<file path="src/rtl/fight_pkg.sv">
// Battle-screen shared types: phase codes, cursor codes, HP width, damage defaults.
// Shared with the renderer; ENEMY_LFSR_EN selects the random enemy skill in fight_ctrl.
package fight_pkg;

  localparam int HP_W  = 8;
  localparam int ST_W  = 6;
  localparam int OPT_W = 4;

  typedef enum logic [ST_W-1:0] {
    ST_MENU     = 6'd1,
    ST_CHOOSE   = 6'd2,
    ST_ANIM_P1  = 6'd3,
    ST_ANIM_P2  = 6'd4,
    ST_DRAIN_P1 = 6'd5,
    ST_DRAIN_P2 = 6'd6,
    ST_OVER     = 6'd7
  } fight_st_e;

  typedef logic [OPT_W-1:0] opt_t;
  typedef logic [HP_W-1:0]  hp_t;

  localparam opt_t OPT_1 = 4'd1;
  localparam opt_t OPT_2 = 4'd2;
  localparam opt_t OPT_3 = 4'd3;
  localparam opt_t OPT_4 = 4'd4;

  localparam int DEF_HP_MAX     = 200;
  localparam int DEF_ANIM_TICKS = 30;
  localparam int DEF_DMG1       = 40;
  localparam int DEF_DMG2       = 25;
  localparam int DEF_DMG3       = 60;
  localparam int DEF_DMG4       = 10;

  typedef struct packed {
    logic enter;
    logic up;
    logic down;
    logic left;
    logic right;
  } keys_t;

  // 2x2 grid: bit1 = row, bit0 = column; pressing toward a reached edge is a no-op
  function automatic opt_t cursor_next(input opt_t cur, input keys_t k);
    logic row;
    logic col;
    row = (cur == OPT_3) || (cur == OPT_4);
    col = (cur == OPT_2) || (cur == OPT_4);
    if (k.up)         row = 1'b0;
    else if (k.down)  row = 1'b1;
    else if (k.left)  col = 1'b0;
    else if (k.right) col = 1'b1;
    return {2'b00, row, col} + OPT_1;
  endfunction

endpackage

</file>
<file path="src/rtl/fight_ctrl_hp_drain.sv">
// Per-player HP register with pending-damage counter drained one point per tick.
// done is high once the damage is spent or the HP has bottomed out at zero.
module hp_drain
  import fight_pkg::*;
#(
  parameter int HP_MAX = DEF_HP_MAX
) (
  input  logic clk,
  input  logic rst_n,
  input  logic init,
  input  logic load,
  input  hp_t  dmg_in,
  input  logic en,
  input  logic tick,
  output hp_t  hp,
  output logic done
);

  hp_t hp_q, hp_d;
  hp_t dmg_q, dmg_d;

  assign done = (dmg_q == '0) || (hp_q == '0);
  assign hp   = hp_q;

  always_comb begin
    hp_d  = hp_q;
    dmg_d = dmg_q;
    if (init) begin
      hp_d  = hp_t'(HP_MAX);
      dmg_d = '0;
    end else if (load) begin
      dmg_d = dmg_in;
    end else if (en && tick && !done) begin
      hp_d  = hp_q - 8'd1;
      dmg_d = dmg_q - 8'd1;
    end
  end

  always_ff @(posedge clk or negedge rst_n) begin
    if (!rst_n) begin
      hp_q  <= hp_t'(HP_MAX);
      dmg_q <= '0;
    end else begin
      hp_q  <= hp_d;
      dmg_q <= dmg_d;
    end
  end

endmodule

</file>
<file path="src/rtl/fight_ctrl.sv">
// Battle-screen controller: cursor, fight phase, animation pacing and HP drain.
// Define ENEMY_LFSR_EN to pick the enemy skill from an 8-bit LFSR instead of skill 1.
module fight_ctrl
  import fight_pkg::*;
#(
  parameter int HP_MAX     = DEF_HP_MAX,
  parameter int ANIM_TICKS = DEF_ANIM_TICKS,
  parameter int DMG1       = DEF_DMG1,
  parameter int DMG2       = DEF_DMG2,
  parameter int DMG3       = DEF_DMG3,
  parameter int DMG4       = DEF_DMG4
) (
  input  logic       clk,
  input  logic       rst_n,
  input  logic       tick,
  input  logic       key_up,
  input  logic       key_down,
  input  logic       key_left,
  input  logic       key_right,
  input  logic       key_enter,
  output logic [7:0] p1_cur_hp,
  output logic [7:0] p2_cur_hp,
  output logic [5:0] fight_state,
  output logic [3:0] option_state,
  output logic       fight_over,
  output logic       p1_wins
);

  localparam int CNT_W = $clog2(ANIM_TICKS + 1);
  localparam logic [CNT_W-1:0] CNT_LAST = CNT_W'(ANIM_TICKS - 1);

  fight_st_e        st_q, st_d;
  opt_t             opt_q, opt_d;
  logic [CNT_W-1:0] cnt_q, cnt_d;
  logic             over_q, over_d;
  logic             win_q, win_d;

  keys_t k;
  logic  anim_end;
  logic  reinit;
  logic  p1_load, p2_load;
  hp_t   ld_dmg;
  hp_t   foe_dmg;
  hp_t   p1_hp, p2_hp;
  logic  p1_done, p2_done;

  function automatic hp_t skill_dmg(input opt_t s);
    hp_t d;
    case (s)
      OPT_2:   d = hp_t'(DMG2);
      OPT_3:   d = hp_t'(DMG3);
      OPT_4:   d = hp_t'(DMG4);
      default: d = hp_t'(DMG1);
    endcase
    return d;
  endfunction

  assign k        = {key_enter, key_up, key_down, key_left, key_right};
  assign anim_end = tick && (cnt_q == CNT_LAST);

`ifdef ENEMY_LFSR_EN
  logic [7:0] lfsr_q, lfsr_d;
  opt_t       foe_q, foe_d;

  // x^8+x^6+x^5+x^4+1, free-running; enemy skill frozen as the attack lands
  always_comb begin
    lfsr_d = {lfsr_q[6:0], lfsr_q[7] ^ lfsr_q[5] ^ lfsr_q[4] ^ lfsr_q[3]};
    foe_d  = foe_q;
    if (st_q == ST_ANIM_P1 && anim_end)
      foe_d = {2'b00, lfsr_q[1:0]} + OPT_1;
    if (reinit) begin
      lfsr_d = 8'hA5;
      foe_d  = OPT_1;
    end
  end

  always_ff @(posedge clk or negedge rst_n) begin
    if (!rst_n) begin
      lfsr_q <= 8'hA5;
      foe_q  <= OPT_1;
    end else begin
      lfsr_q <= lfsr_d;
      foe_q  <= foe_d;
    end
  end

  assign foe_dmg = skill_dmg(foe_q);
`else
  assign foe_dmg = hp_t'(DMG1);
`endif

  always_comb begin
    st_d    = st_q;
    opt_d   = opt_q;
    cnt_d   = cnt_q;
    over_d  = over_q;
    win_d   = win_q;
    reinit  = 1'b0;
    p1_load = 1'b0;
    p2_load = 1'b0;
    ld_dmg  = '0;
    unique case (st_q)
      ST_MENU: begin
        if (k.enter) begin
          if (opt_q == OPT_1) begin
            st_d  = ST_CHOOSE;
            opt_d = OPT_1;
          end
        end else begin
          opt_d = cursor_next(opt_q, k);
        end
      end
      ST_CHOOSE: begin
        if (k.enter) begin
          p2_load = 1'b1;
          ld_dmg  = skill_dmg(opt_q);
          cnt_d   = '0;
          st_d    = ST_ANIM_P1;
        end else begin
          opt_d = cursor_next(opt_q, k);
        end
      end
      ST_ANIM_P1, ST_ANIM_P2: begin
        if (anim_end) begin
          cnt_d = '0;
          st_d  = (st_q == ST_ANIM_P1) ? ST_DRAIN_P2 : ST_DRAIN_P1;
        end else if (tick) begin
          cnt_d = cnt_q + 1'b1;
        end
      end
      ST_DRAIN_P2: begin
        if (p2_done) begin
          if (p2_hp == '0) begin
            st_d   = ST_OVER;
            over_d = 1'b1;
            win_d  = 1'b1;
          end else begin
            p1_load = 1'b1;
            ld_dmg  = foe_dmg;
            cnt_d   = '0;
            st_d    = ST_ANIM_P2;
          end
        end
      end
      ST_DRAIN_P1: begin
        if (p1_done) begin
          if (p1_hp == '0) begin
            st_d   = ST_OVER;
            over_d = 1'b1;
            win_d  = 1'b0;
          end else begin
            st_d  = ST_MENU;
            opt_d = OPT_1;
          end
        end
      end
      ST_OVER: begin
        if (k.enter) begin
          reinit = 1'b1;
          st_d   = ST_MENU;
          opt_d  = OPT_1;
          cnt_d  = '0;
          over_d = 1'b0;
          win_d  = 1'b0;
        end
      end
      default: begin
        st_d  = ST_MENU;
        opt_d = OPT_1;
      end
    endcase
  end

  always_ff @(posedge clk or negedge rst_n) begin
    if (!rst_n) begin
      st_q   <= ST_MENU;
      opt_q  <= OPT_1;
      cnt_q  <= '0;
      over_q <= 1'b0;
      win_q  <= 1'b0;
    end else begin
      st_q   <= st_d;
      opt_q  <= opt_d;
      cnt_q  <= cnt_d;
      over_q <= over_d;
      win_q  <= win_d;
    end
  end

  hp_drain #(.HP_MAX(HP_MAX)) u_p1 (
    .clk    (clk),
    .rst_n  (rst_n),
    .init   (reinit),
    .load   (p1_load),
    .dmg_in (ld_dmg),
    .en     (st_q == ST_DRAIN_P1),
    .tick   (tick),
    .hp     (p1_hp),
    .done   (p1_done)
  );

  hp_drain #(.HP_MAX(HP_MAX)) u_p2 (
    .clk    (clk),
    .rst_n  (rst_n),
    .init   (reinit),
    .load   (p2_load),
    .dmg_in (ld_dmg),
    .en     (st_q == ST_DRAIN_P2),
    .tick   (tick),
    .hp     (p2_hp),
    .done   (p2_done)
  );

  assign p1_cur_hp    = p1_hp;
  assign p2_cur_hp    = p2_hp;
  assign fight_state  = st_q;
  assign option_state = opt_q;
  assign fight_over   = over_q;
  assign p1_wins      = win_q;

endmodule

</file>
<file path="config.mk">
export PLATFORM = sky130hd
export DESIGN_NAME = fight_ctrl
export DESIGN_NICKNAME = d
export VERILOG_FILES = /design/src/rtl/fight_pkg.sv /design/src/rtl/fight_ctrl_hp_drain.sv /design/src/rtl/fight_ctrl.sv
export SDC_FILE = /design/constraint.sdc
export NUM_CORES = 1
export LEC_CHECK = 0
export CELL_PAD_IN_SITES_DETAIL_PLACEMENT = 1
export CELL_PAD_IN_SITES_GLOBAL_PLACEMENT = 2
export CORE_AREA = 2 2 90 92
export CTS_CLUSTER_SIZE = 28
export DETAILED_ROUTE_END_ITERATION = 8
export DIE_AREA = 0 0 92 94
export GPL_ROUTABILITY_DRIVEN = 1
export PLACE_DENSITY = 0.9
export SYNTH_ARGS = -nofsm -noshare
export SYNTH_HDL_FRONTEND = slang
export SYNTH_SLANG_ARGS = --single-unit
</file>
<file path="constraint.sdc">
create_clock -name clk -period 4.9 [get_ports clk]
set_input_delay 1.47 -clock clk [delete_from_list [all_inputs] [get_ports clk]]
set_output_delay 1.47 -clock clk [all_outputs]
set_load 0.02 [all_outputs]
</file>
==> summary.md, run 1 <==
| Metric | Value |
|---|---|
| Outcome | `finished, final reports clean` |
| Ys flop type | `dfrtp_1` |
| Final Hold Fails | `0` |
| Endpoint type of the worst setup path | `register` |
| Number of synthesized flops with an enable pin | `0` |
| First-pass GRT wire length | `11390 µm` |
| Initial DRC Count | `between 70 and 80` |
| Hold Crit Class | `register to register` |
| Post-CTS Resized | `0` |
| Mapped Area | `~2800 µm²` |
| Worst hold margin | `between 0.5 and 0.6 ns` |
| Multi-input logic area | `1474 µm²` |
| Slew margin rel. | `0.3035` |
| # Post-CTS Setup Buffers | `0` |
| Required time of the critical path | `between 5 and 6 ns` |
| Largest net degree at the start of global routing | `46` |
| Post-synth ARST share | `1.000` |
| Fill cell count | `approximately 900` |
| Root buf cell | `clkbuf_8` |
| Power density over the cells | `about 410 nW/µm²` |
| VDD IR max | `~0.00018 V` |
| Rows | `32` |
| Netlist cell types | `58` |
| Critical path data arrival time | `roughly 3.5 ns` |
| CTS buffer count | `5` |
| Placer Congestion | `a little under 0.8` |
| Startpoint class of the critical path | `input pin` |
| Crit-path max FO | `12` |
| GR Util All Layers | `0.1640` |
| Crit path time final | `about 3.2 ns` |
| # nets final | `347` |
| Final Cycle Share | `0.6630` |
| Die height | `roughly 94 µm` |
| Max Cap Viol | `0` |
| Routed vias/inst | `between 5 and 6` |
| WL/cell | `around 16 µm` |
| Max clock buf depth | `2` |
| RSZ-0062 raised after global routing | `no` |
| Die width | `slightly above 90 µm` |
| Post-synthesis cell count | `305` |
| Reg area | `1136 µm²` |
| Final instance area | `3204 µm²` |
| Insertion delay to the later sink of the worst-skew pair | `between 0.3 and 0.4 ns` |
| Inserted Diodes | `0` |
| Area grow syn2layout | `16.30%` |
| DRC | `0` |
| Layout Skew | `0.008332 ns` |
| Dpl cells | `around 430` |
| Lkg Pwr | `1.349 nW` |
| Total chip power | `1.312 mW` |
| I/O Buffers | `31` |
| CTS tree | `done` |
| DP HPWL | `between 4000 and 5000 µm` |
| FMAX | `between 0.3 and 0.4 GHz` |
| Total gr overflow | `0` |
| CTS sink count | `45` |
| Final std cells w/o fill | `~430` |
| Vias post-DR | `2373` |
| Clock-pin slew of the registers on the worst-case setup and hold paths | `0.10 ns` |
| Die area | `8648 µm²` |
| Worst Tran Pin Value | `about 1.0 ns` |
| # hold bufs at CTS | `0` |
| Drt total wl | `a little under 7000 µm` |
| Initial antenna violation count | `0` |
| Layout cell share with drive strength beyond 1 | `0.06949` |
| Setup_tns | `0 ns` |
| Synth Warn # | `0` |
| Initial cell density of the core | `0.3622` |
| Vias in the first global route | `around 2400` |
| Fin. max-slew vios | `0` |
| Final setup viols | `0` |
| Area after DPL | `3114 µm²` |
| #FFs+latches synth | `between 40 and 50` |
| I/O pins | `36` |
| CP Class | `input pin to register` |
| Pre-antenna DRT Iters | `4` |
| Syn Area/Cell | `~9 µm²` |
| Seq/Total Area, Yosys | `0.4124` |
| Htree depth | `2` |
| ANT nets after route | `0` |
| Core Box Area | `between 7000 and 8000 µm²` |
cells in the mapped netlist (all sizes together) (4+ instances only):
cell type	n	share of area
dfstp	8	0.076
nand3	15	0.027
xor2	17	0.054
nand2	26	0.035
o21ai	12	0.022
xnor2	4	0.013
nor3	6	0.011
o22ai	4	0.0091
nor4	5	0.011
nor2	30	0.041
a211oi	4	0.011
a31oi	4	0.0091
buf	8	0.023
nor2b	7	0.016
mux2i	4	0.015
ha	9	0.041
a21oi	10	0.018
nand4	15	0.034
clkbuf	10	0.014
dfrtp	37	0.34
o31ai	9	0.025
and3	4	0.0091
inv	15	0.020
worst max-delay path: stages:
cell	delay, ns
clkdlybuf4s50_1	0.59
inv_1	0.15
a211oi_1	0.25
buf_4	0.23
nand2_1	0.23
mux2_1	0.39
o22ai_1	0.17
where the power goes:
part | internal, mW | leakage, nW | switching, mW
clock network | 0.101 | 0.0445 | 0.140
registers | 0.473 | 0.558 | 0.109
logic | 0.215 | 0.747 | 0.274
cell families (layout without fill, tap and decap cells):
logic type / count (synthesis) / in the layout / synth area share
AO/OA/AOI/OAI: 58 / 58 / 0.1458
AND/OR/NAND/NOR: 132 / 132 / 0.2520
buffers and inverters: 33 / 56 / 0.05677
flip-flops: 45 / 45 / 0.4124
other: 1 / 4 / 0.001361
multiplexers: 6 / 6 / 0.02407
XOR/XNOR: 21 / 21 / 0.06676
adder cells (fa/ha/maj): 9 / 9 / 0.04087
routing by layer:
| metal | GRT usage | vias to the layer above | share of wire |
|---|---|---|---|
| li1 | - | 1144 | - |
| met1 | 0.2152 | 1191 | 0.49 |
| met2 | 0.2837 | 29 | 0.48 |
| met3 | 0.02648 | 9 | 0.025 |
| met4 | 0.03980 | 0 | 0.013 |
| met5 | 0 | - | 0 |
cell usage in the layout (no fill, tap or decap), types with 3 or more instances in the layout:
cell type,netlist,routed
nor3_1,6,6
o22ai_1,4,4
nand2b_1,3,3
nor3b_1,3,3
nor4_1,5,5
and3_1,4,4
a31oi_1,4,4
nand2_1,26,26
ha_1,9,9
nand3_1,15,15
nand4b_1,3,3
o21ai_0,11,11
a21oi_1,10,10
nor2_1,30,30
clkdlybuf4s50_1,0,30
dfrtp_1,37,37
clkbuf_8,0,5
xor2_1,17,17
dfstp_2,8,8
o31ai_1,9,9
xnor2_1,4,4
nand4_1,15,15
a211oi_1,4,4
conb_1,1,4
nor2b_1,7,7
inv_1,15,15
mux2i_1,4,4
through the flow:
step / setup slack (ns) / utilization
finish: 1.651 / 0.4212
global route: 1.445 / 0.4212
CTS: 1.631 / 0.4212
detailed placement: 1.302 / 0.4094
global placement: 1.421 / 0.4094
floorplan: 2.080 / -
sequential cells by signal (all words and copies together), names as in the netlist:
| signal | flops |
|---|---|
| u_p1.dmg_q | 8 |
| u_p1.hp | 8 |
| u_p2.dmg_q | 8 |
| u_p2.hp | 8 |
| cnt_q | 5 |
| fight_state | 3 |
| option_state | 3 |
| fight_over | 1 |
| p1_wins | 1 |
final timing paths:
kind	slack [ns]	to	start	depth (start not counted)
worst min register to register	0.53	cnt_q[4]	cnt_q[4]	2
max in group asynchronous	2.92	u_p1.hp[0]	rst_n	1
worst min-delay path	0.53	cnt_q[4]	cnt_q[4]	2
min in group asynchronous	1.35	u_p2.dmg_q[1]	rst_n	1
worst max register to register	2.41	u_p2.dmg_q[1]	u_p2.hp[0]	8
worst max-delay path	1.65	u_p2.dmg_q[1]	tick	7
area by class of cell:
type                            instances  share of cell area
Tap cell                              102             0.03983
Clock buffer                            5             0.02148
Timing Repair Buffer                   33             0.09996
Sequential cell                        45              0.3545
Multi-Input combinational cell        230              0.4600
Inverter                               15             0.01757
Clock inverter                          3            0.006638
(Power assumes the default switching activity.)
==> run 2: changes to the inputs <==
--- a/config.mk
+++ b/config.mk
@@ -7,12 +7,12 @@
 export LEC_CHECK = 0
 export CELL_PAD_IN_SITES_DETAIL_PLACEMENT = 1
 export CELL_PAD_IN_SITES_GLOBAL_PLACEMENT = 2
-export CORE_AREA = 2 2 90 92
+export CORE_AREA = 2 2 98 100
 export CTS_CLUSTER_SIZE = 28
 export DETAILED_ROUTE_END_ITERATION = 8
-export DIE_AREA = 0 0 92 94
+export DIE_AREA = 0 0 100 102
 export GPL_ROUTABILITY_DRIVEN = 1
-export PLACE_DENSITY = 0.9
+export PLACE_DENSITY = 0.81
 export SYNTH_ARGS = -nofsm -noshare
 export SYNTH_HDL_FRONTEND = slang
 export SYNTH_SLANG_ARGS = --single-unit
==> constraint.sdc (replaced) <==
create_clock -name clk -period 2.6 [get_ports clk]
set_input_delay 0.78 -clock clk [delete_from_list [all_inputs] [get_ports clk]]
set_output_delay 0.78 -clock clk [all_outputs]
set_load 0.02 [all_outputs]
==> run 2 against run 1 <==
- via count is 2.4% higher
- final cell count is 6.7% higher
- clock power is 130% higher
- utilization is 4.9 points lower
- total power is 100% higher
- design area is 5.8% higher
- worst hold slack better by 0.032 ns
- clock-buffer cell count stayed put
- worst setup slack worse by 1.5 ns
- first-iteration DRC count is 31% higher
==> summary.md, run 2 (synthesis gave the netlist of run 1 again) <==
| Metric | Value |
|---|---|
| Outcome | `finished, final reports clean` |
| CTS buffer count | `5 (unchanged)` |
| Initial cell density of the core | `0.3025 (-0.05970)` |
| Crit-path leading delay family | `flip-flops` |
| Multi-input logic area | `1474 µm² (unchanged)` |
| Vias in the first global route | `2559 (+8.1%)` |
| Post-CTS Resized | `0 (unchanged)` |
| VDD IR max | `0.0003509 V (+99%)` |
| Critical path data arrival time | `1.67 ns (-1.80 ns)` |
| Internal cell power | `1.639 mW (+110%)` |
| Rows | `35 (+9.4%)` |
| CP Class | `register to output pin` |
| Max clock buf depth | `2 (unchanged)` |
| DRC | `0 (unchanged)` |
| # nets final | `367 (+5.8%)` |
| Insertion delay to the later sink of the worst-skew pair | `0.30 ns (about the same)` |
| Worst flop-to-flop path startpoint | `u_p1.hp[0]` |
| Endpoint type of the worst setup path | `output pin` |
| Core Box Area | `9109 µm² (+20%)` |
| Total gr overflow | `0 (unchanged)` |
| Crit path cell chain | `clkdlybuf4s50_1` |
| Crit-path max FO | `15 (+3)` |
| I/O Buffers | `31 (unchanged)` |
| Total chip power | `2.647 mW (+100%)` |
| Root buf cell | `clkbuf_8` |
| FMAX | `just over 0.4 GHz` |
| Inserted Diodes | `0 (unchanged)` |
| Layout cell share with drive strength beyond 1 | `0.1225 (+0.05302)` |
| CP max stage cell | `dfstp_2` |
| Area grow syn2layout | `23.07%` |
| DP HPWL | `5542 µm (+11%)` |
| ANT nets after route | `0 (unchanged)` |
| CP bufs+invs | `1 (-2)` |
| Placer Congestion | `0.8257 (+6.0%)` |
| Fill cell count | `1080 (+20%)` |
| DP Worst Slack | `-0.007487 ns (-1.309 ns)` |
| Switching share of power | `0.3807 (-0.01740)` |
| Largest net degree at the start of global routing | `46 (unchanged)` |
| Initial antenna violation count | `0 (unchanged)` |
| Vias post-DR | `2431 (+2.4%)` |
| Combinational Power Share | `0.378 (+0.005)` |
| Final instance area | `3391 µm² (+5.8%)` |
| Die height | `102 µm (+8.5%)` |
| Initial DRC Count | `98 (+31%)` |
| Pre-antenna DRT Iters | `4 (unchanged)` |
| Reg area | `1136 µm² (unchanged)` |
| Routed vias/inst | `5.262 (-4.0%)` |
| CTS sink count | `45 (unchanged)` |
| Reg2Reg Setup Slack | `0.23 ns (-2.18 ns)` |
| Hold Crit Class | `input pin to async pin` |
| Htree depth | `2 (unchanged)` |
| RSZ-0062 raised after global routing | `no` |
| Drt total wl | `7422 µm (+8.5%)` |
| Die width | `100 µm (+8.7%)` |
| Required time of the critical path | `1.82 ns (-3.30 ns)` |
| Psw | `1.008 mW (+93%)` |
| Worst Tran Pin Value | `0.5996 ns (-0.4452 ns)` |
| Clock-pin slew of the registers on the worst-case setup and hold paths | `0.10 ns (about the same)` |
| WL/cell | `16.06 µm (+1.7%)` |
| # hold bufs at CTS | `0 (unchanged)` |
| Final setup viols | `0 (unchanged)` |
| Area after DPL | `3276 µm² (+5.2%)` |
| Crit path time final | `2.454 ns` |
| I/O pins | `36 (unchanged)` |
| Slew margin rel. | `0.6003 (+0.2968)` |
| Most frequent cells in the layout | `dfrtp_1, nor2_1, clkdlybuf4s50_1, nand2_1, buf_4` |
| First-pass GRT wire length | `12420 µm (+9.1%)` |
| Worst hold margin | `0.5578 ns (+0.03228 ns)` |
| Clock power frac | `0.209 (+0.025)` |
| Final Cycle Share | `0.9440` |
| Final Hold Fails | `0 (unchanged)` |
| Max stage delay on crit path | `0.70 ns (+0.11 ns)` |
| Layout Skew | `0.01051 ns (+0.002177 ns)` |
| Dpl cells | `454 (+6.8%)` |
| Worst Reg-to-Reg Cells | `7 (-1)` |
| Critical path depth | `1 (-6)` |
| Lkg Pwr | `1.458 nW (+8.0%)` |
| Final setup margin | `0.1457 ns (-1.506 ns)` |
| Final std cells w/o fill | `462 (+6.7%)` |
| Fin. max-slew vios | `0 (unchanged)` |
| CTS tree | `done` |
| Most common cell after layout, fill and taps aside | `dfrtp_1` |
| # Post-CTS Setup Buffers | `0 (unchanged)` |
| Die area | `10200 µm² (+18%)` |
| Startpoint class of the critical path | `register` |
| Max Cap Viol | `0 (unchanged)` |
| GR Util All Layers | `0.1518 (-0.01217)` |
| Seq pwr share | `0.413 (-0.030)` |
| FF-to-FF End | `u_p1.dmg_q[5]` |
| Power density over the cells | `780.7 nW/µm² (+91%)` |
==> run 2: changes by cell type in the layout (fill, tap and decap cells not counted) <==
| cell | delta |
|---|---|
| buf_4 | +20 |
| bufinv_16 | +1 |
| clkinv_2 | -1 |
| clkinv_4 | +1 |
| inv_6 | -1 |
==> run 2: final cells by class <==
cell class                 count  share of cell area
clock buffer                   5             0.02030
clock inverter                 3             0.01365
inverter                      15             0.01661
multi-input combinational    230              0.4347
sequential                    45              0.3351
tap                          111             0.04096
timing repair buffer          53              0.1387
==> run 2: how the worst max path moves through the flow <==
stage | start | to | slack (ns)
after floorplan | u_p1.hp[0] | option_state[0] | 0.24
after global placement | tick | u_p2.dmg_q[2] | 0.06
after detailed placement | key_enter | cnt_q[4] | -0.007
after CTS | fight_state[0] | fight_state[0] | 0.14
after global routing | u_p1.hp[0] | u_p1.dmg_q[5] | 0.004
final | fight_state[0] | fight_state[0] | 0.15
==> run 2: power groups by stage <==
stage          registers, mW  clock network [mW]  logic (mW)
2_1_floorplan           1.13                   0       0.572
3_3_place_gp            1.10                   0       0.976
3_5_place_dp            1.11                   0        1.01
4_1_cts                 1.09               0.576        1.01
5_1_grt                 1.12               0.599        1.11
6_report                1.09               0.552        1.00
==> run 2: metrics by stage <==
| step | utilization | setup TNS (ns) |
|---|---|---|
| 2_1_floorplan | - | 0 |
| 3_3_place_gp | 0.3596 | 0 |
| 3_5_place_dp | 0.3596 | -0.007487 |
| 4_1_cts | 0.3723 | 0 |
| 5_1_grt | 0.3723 | 0 |
| 6_report | 0.3723 | 0 |
==> run 2: routing by layer <==
layer / vias up / global-route usage / share of wire
met1: 1202 / 0.2067 / 0.48
met3: 10 / 0.02736 / 0.029
met2: 34 / 0.2516 / 0.47
met5: - / 0 / 0
met4: 0 / 0.03899 / 0.014
li1: 1185 / - / -
